`src/rtl/seg_scan_pkg.sv`:
```
// Shared constants and types for the six-digit segment scan driver.
package seg_scan_pkg;

   localparam logic [7:0] SEG_BLANK = 8'hFF;
   localparam logic [7:0] SEG_ZERO  = 8'hC0;
   localparam int         NUM_DIG   = 6;

   typedef enum logic {
      BLANK = 1'b0,
      SHOW  = 1'b1
   } scan_state_t;

   typedef logic [2:0] dig_idx_t;

   // Replace a pattern by the all-off pattern when its digit is suppressed.
   function automatic logic [7:0] lzb_sel(input logic [7:0] pat, input logic blank);
      return blank ? SEG_BLANK : pat;
   endfunction

endpackage

```
`src/rtl/seg_sync_snap.sv`:
```
// Two-flop synchroniser for a bus from an unrelated domain, plus a snapshot
// register that only takes a new value on load when the synced bus held steady.
module seg_sync_snap #(
   parameter int W = 48
) (
   input  logic         clk,
   input  logic         rst,
   input  logic [W-1:0] d,
   input  logic         load,
   output logic [W-1:0] snap
);

   logic [W-1:0] s1;
   logic [W-1:0] s2;
   logic [W-1:0] s3;

   // All-ones reset keeps every digit dark until the first real capture.
   always_ff @(posedge clk or negedge rst) begin
      if (!rst) begin
         s1   <= '1;
         s2   <= '1;
         s3   <= '1;
         snap <= '1;
      end else begin
         s1 <= d;
         s2 <= s1;
         s3 <= s2;
         if (load && (s2 == s3)) begin
            snap <= s2;
         end
      end
   end

endmodule

```
`src/rtl/seg_scan_driver.sv`:
```
// Time-multiplexes six active-low digit patterns onto one common-anode display
// with leading-zero blanking and dead time. Define SCAN_DIM_EN to add a dim input.
module seg_scan_driver
   import seg_scan_pkg::*;
#(
   parameter int DWELL_CYC = 50000,
   parameter int BLANK_CYC = 500,
   parameter int LZB       = 1
) (
   input  logic        clk,
   input  logic        rst,
   input  logic [7:0]  a1,
   input  logic [7:0]  a2,
   input  logic [7:0]  a3,
   input  logic [7:0]  b1,
   input  logic [7:0]  b2,
   input  logic [7:0]  b3,
`ifdef SCAN_DIM_EN
   input  logic [2:0]  dim,
`endif
   output logic [7:0]  seg_o,
   output logic [5:0]  dig_o,
   output logic        frame_o,
   output scan_state_t dbg_state
);

   localparam int MAX_CYC = (DWELL_CYC > BLANK_CYC) ? DWELL_CYC : BLANK_CYC;
   localparam int CW      = $clog2(MAX_CYC + 1);
   localparam logic [CW-1:0] DW_LAST = CW'(DWELL_CYC - 1);
   localparam logic [CW-1:0] BL_LAST = CW'(BLANK_CYC - 1);

   scan_state_t   state, state_n;
   dig_idx_t      idx, idx_n;
   logic [CW-1:0] cnt, cnt_n;
   logic          frame_end;

   logic [47:0]   snap_seg;
   logic          lit;
   logic [7:0]    seg_d;
   logic [5:0]    dig_d;

`ifdef SCAN_DIM_EN
   logic [50:0]   snap_all;
   logic [2:0]    snap_dim;
   int            lit_lim;

   seg_sync_snap #(.W(51)) u_snap (
      .clk  (clk),
      .rst  (rst),
      .d    ({dim, b3, b2, b1, a3, a2, a1}),
      .load (frame_end),
      .snap (snap_all)
   );
   assign snap_seg = snap_all[47:0];
   assign snap_dim = snap_all[50:48];
`else
   seg_sync_snap #(.W(48)) u_snap (
      .clk  (clk),
      .rst  (rst),
      .d    ({b3, b2, b1, a3, a2, a1}),
      .load (frame_end),
      .snap (snap_seg)
   );
`endif

   // Tens are only suppressed when the hundreds digit is suppressed too.
   logic a_hund_blk, a_tens_blk, b_hund_blk, b_tens_blk;
   assign a_hund_blk = (LZB != 0) && (snap_seg[23:16] == SEG_ZERO);
   assign a_tens_blk = a_hund_blk && (snap_seg[15:8] == SEG_ZERO);
   assign b_hund_blk = (LZB != 0) && (snap_seg[47:40] == SEG_ZERO);
   assign b_tens_blk = b_hund_blk && (snap_seg[39:32] == SEG_ZERO);

   always_ff @(posedge clk or negedge rst) begin
      if (!rst) begin
         state   <= BLANK;
         idx     <= '0;
         cnt     <= '0;
         seg_o   <= SEG_BLANK;
         dig_o   <= 6'h3F;
         frame_o <= 1'b0;
      end else begin
         state   <= state_n;
         idx     <= idx_n;
         cnt     <= cnt_n;
         seg_o   <= seg_d;
         dig_o   <= dig_d;
         frame_o <= frame_end;
      end
   end

   always_comb begin
      state_n   = state;
      idx_n     = idx;
      cnt_n     = cnt + CW'(1);
      frame_end = 1'b0;
      case (state)
         BLANK: begin
            if (cnt == BL_LAST) begin
               state_n = SHOW;
               cnt_n   = '0;
            end
         end
         SHOW: begin
            if (cnt == DW_LAST) begin
               state_n   = BLANK;
               cnt_n     = '0;
               idx_n     = (idx == dig_idx_t'(NUM_DIG - 1)) ? '0 : idx + 3'd1;
               frame_end = (idx == dig_idx_t'(NUM_DIG - 1));
            end
         end
         default: begin
            state_n = BLANK;
            cnt_n   = '0;
            idx_n   = '0;
         end
      endcase
   end

   // Outputs are decoded from the next state so they line up with the state register.
`ifdef SCAN_DIM_EN
   always_comb begin
      lit_lim = ((int'(snap_dim) + 1) * DWELL_CYC) >>> 3;
      lit     = (state_n == SHOW) && (int'(cnt_n) < lit_lim);
   end
`else
   assign lit = (state_n == SHOW);
`endif

   always_comb begin
      seg_d = SEG_BLANK;
      dig_d = 6'h3F;
      if (lit) begin
         dig_d = ~(6'b000001 << idx_n);
         case (idx_n)
            3'd0:    seg_d = snap_seg[7:0];
            3'd1:    seg_d = lzb_sel(snap_seg[15:8],  a_tens_blk);
            3'd2:    seg_d = lzb_sel(snap_seg[23:16], a_hund_blk);
            3'd3:    seg_d = snap_seg[31:24];
            3'd4:    seg_d = lzb_sel(snap_seg[39:32], b_tens_blk);
            3'd5:    seg_d = lzb_sel(snap_seg[47:40], b_hund_blk);
            default: seg_d = SEG_BLANK;
         endcase
      end
   end

   assign dbg_state = state;

endmodule

```
`config.mk`:
```
export PLATFORM = sky130hd
export DESIGN_NAME = seg_scan_driver
export DESIGN_NICKNAME = d
export VERILOG_FILES = /design/src/rtl/seg_scan_pkg.sv /design/src/rtl/seg_sync_snap.sv /design/src/rtl/seg_scan_driver.sv
export SDC_FILE = /design/constraint.sdc
export NUM_CORES = 1
export LEC_CHECK = 0
export CAP_MARGIN = 30
export CELL_PAD_IN_SITES_DETAIL_PLACEMENT = 0
export CELL_PAD_IN_SITES_GLOBAL_PLACEMENT = 2
export CORE_ASPECT_RATIO = 0.7
export CORE_MARGIN = 8
export CORE_UTILIZATION = 41
export CTS_CLUSTER_SIZE = 20
export DETAILED_ROUTE_END_ITERATION = 8
export DONT_BUFFER_PORTS = 1
export GPL_TIMING_DRIVEN = 0
export PLACE_DENSITY = 0.87
export SETUP_SLACK_MARGIN = 0.15
export SYNTH_ARGS = -nofsm -noshare
export SYNTH_HDL_FRONTEND = slang
export SYNTH_HIERARCHICAL = 1
export SYNTH_SLANG_ARGS = --single-unit
export TNS_END_PERCENT = 50
```
`constraint.sdc`:
```
create_clock -name clk -period 3.2 [get_ports clk]
set_clock_uncertainty 0.1 [all_clocks]
set_input_delay 0.64 -clock clk [delete_from_list [all_inputs] [get_ports clk]]
set_output_delay 0.64 -clock clk [all_outputs]
set_load 0.03 [all_outputs]
```
==> out/metrics.yaml <==
status: "finished with violations"
failed_checks: "hold timing, setup timing"
dieArea_mm2: 0.0260
io_pins: 66
drt-total-wl_mm: 18.7
synth-edff-count: 0
async_flop_share_pct: 100
antenna_found_initial: 0
diodes: 0
place_inst: 864
fin_hold_ws_ns: -0.271
worst_slew_pin_slew_ns: 0.944
syn_inst: 588
power.leakage_nw: 3.95
drtPass1Iterations: 4
synth.distinct_cells: 58
gp_congestion: 0.864
io_buffer_count: 0
vias: 4663
clkTransAtPathRegs_ns: 0.06
ir_worst_vdd_uv: 438
crit_path_start: "cnt[5]"
reg2reg_from: "cnt[5]"
arrival_ns: 3.54
final-hold-violation-count: 50
grt_max_degree: 228
post-route-util_pct: 47.8
core_area_mm2: 0.0207
final_cells: 914
period_share_pct: 100
rows: 44
dp_hpwl_mm: 13.0
post-synth-top-count-cell: "dfstp_2"
slew_headroom_pct: 36.5
synthTopCellsByCount: "dfstp_2 (206), xnor2_1 (55), mux2_2 (30), nor2_1 (30), dfrtp_1 (21)"
placed_area_mm2: 0.00899
die_h_um: 137
nNetsFinal: 675
fin_total_pwr_mw: 5.68
synth_ff_type: "dfstp_2"
hold_path_class: "primary input to async pin"
grt_pass1_vias: 4973
ys_seq_elements: 227
synth_fp_nets: 639
area_delta_synth_final_pct: 14.7
worst_slack_ns: -0.0128
r2r_end: "u_snap/snap[43]"
wl_per_cell_um: 20.5
synth-seq-area-share_pct: 68.9
setup_viol: 15
clock_latency_ns: 0.50
drv_cap: 0
synthTopCellsByArea: "dfstp_2 (63%), dfrtp_1 (6.1%), xnor2_1 (5.6%)"
crit_fanout: 10
grt_use_total_pct: 14.6
cp.required_ns: 3.53
grt_overflow: 0
rsz0062_at_grt: "true"
numCtsBuffers: 21
reg2reg_depth: 10
drive_gt1_share_pct: 51.6
clockRootBuffer: "clkbuf_16"
finalMaxSlewViolations: 0
die_w_um: 189
via_per_inst: 5.10
cp-start-kind: "flip-flop"
powerDensity_mw_per_mm2: 575
cp-endpoint: "u_snap/snap[43]"
netlist_area_mm2: 0.00862
r2r_slack_ns: -0.01
endpoint_kind: "flip-flop"
final_area_mm2: 0.00989
fmaxAchievable_ghz: 0.311
post-route-drc-count: 0
cts_tree: "yes"
clock_path_buffers: 3
critPathKind: "flip-flop to flip-flop"
yosys_warnings: 6
period_minus_slack_ns: 3.21
final_antenna_net_count: 0
clock-sinks: 227
synth_top_cell_area_share_pct: 62.8
grt_pass1_wl_mm: 29.3
cts_htree_levels: 1
drt_iter0_drc: 196
start_util_pct: 41.6
synth_area_per_cell_um2: 14.7
synth_top_area_cell: "dfstp_2"
[routing by layer]
metal	up-vias	share of wire (%)	GRT usage, %
met4	0	1.9	3.68
met2	113	42	21.2
li1	2125	-	-
met5	-	0	0
met3	25	5.4	3.36
met1	2400	51	21.7
[through the flow]
step | hold WS (ns) | TNS, ns | worst slack (ns)
2_1_floorplan | 0.244 | 0 | 0.0946
3_3_place_gp | 0.246 | -30.90 | -0.733
3_5_place_dp | 0.247 | -31.05 | -0.745
4_1_cts | -0.280 | -1.33 | -0.0563
5_1_grt | -0.292 | -5.48 | -0.140
6_report | -0.271 | -0.0701 | -0.0128
[worst max-delay path, cell delays in order, from the launching register on]
cell	delay (ns)
dfrtp_2	0.43
or4bb_4	0.59
nor4_4	0.35
and2_4	0.21
and3_4	0.23
o21ai_4	0.07
nor4b_4	0.29
nand4_1	0.18
buf_6	0.23
buf_12	0.15
mux2_4	0.30
[power by group]
part           total, mW  internal, mW  leakage [nW]  switching [mW]
logic             0.0675        0.0429          1.16          0.0246
clock network       2.51          1.51         0.354            1.01
registers           3.10          3.04          2.44          0.0576
total               5.68          4.59          3.95            1.09
[registers in the layout (all words and copies together), names as in the netlist]
name         flops
dig_o            6
u_snap/snap     48
u_snap/s3       48
cnt             16
frame_o          1
u_snap/s1       48
u_snap/s2       48
dbg_state        1
seg_o            8
idx              3
[logic make-up (layout without fill, tap and decap cells)]
family | count (synthesis) | in the layout | synth area share, %
simple gates | 142 | 142 | 9.14
flops | 227 | 227 | 68.9
mux | 60 | 60 | 8.56
buf+inv | 37 | 87 | 2.12
fa+ha+maj | 1 | 1 | 0.145
compound gates | 59 | 59 | 4.85
xor+xnor | 62 | 62 | 6.30
[how the worst min path moves through the flow]
stage / end / cells past startpoint
after floorplan: cnt[0] / 0
after global placement: cnt[13] / 0
after detailed placement: cnt[13] / 0
after CTS: cnt[12] / 0
after global routing: cnt[2] / 0
final: cnt[12] / 0
[what timing repair did]
item | CTS | global route
setup endpoints to repair | 48 | 52
gates cloned | 1 | 0
gates resized for setup | 15 | 3
pin swaps | 4 | 4
setup buffers | 9 | 3
hold endpoints to repair | 227 | 227
[cells in the final DEF (no fill, tap or decap), drive strengths merged, types with 2 or more instances in the layout]
master	synthesis	final
o211ai	5	5
a41oi	3	3
a21boi	2	2
nor2	30	30
a221oi	3	3
dfrtp	21	21
nand3	19	19
nand4	18	18
o21ai	2	2
nand4b	2	2
xor2	7	7
clkbuf	11	41
nor3	17	17
and2	2	2
or4bb	2	2
a31oi	3	3
a211oi	4	4
a21o	3	3
buf	11	24
dfstp	206	206
a22oi	3	3
o2111ai	3	3
nand2b	4	4
clkinv	0	4
nand2	19	19
nor4	8	8
xnor2	55	55
inv	15	16
nor4bb	4	4
o41ai	2	2
mux2i	10	10
a21oi	17	17
nand3b	5	5
or4	4	4
and3	3	3
bufinv	0	2
mux2	50	50
[final cells by class]
cell class                      count  area [µm²]
Multi-Input combinational cell    324        2550
Fill cell                        1838       10800
Clock buffer                       30         619
Inverter                           15        56.3
Buffer                             22         176
Timing Repair Buffer               13         118
Tap cell                          276         345
Clock inverter                      7        88.8
Sequential cell                   227        5940
No activity file was read; power rests on OpenSTA's default activity.
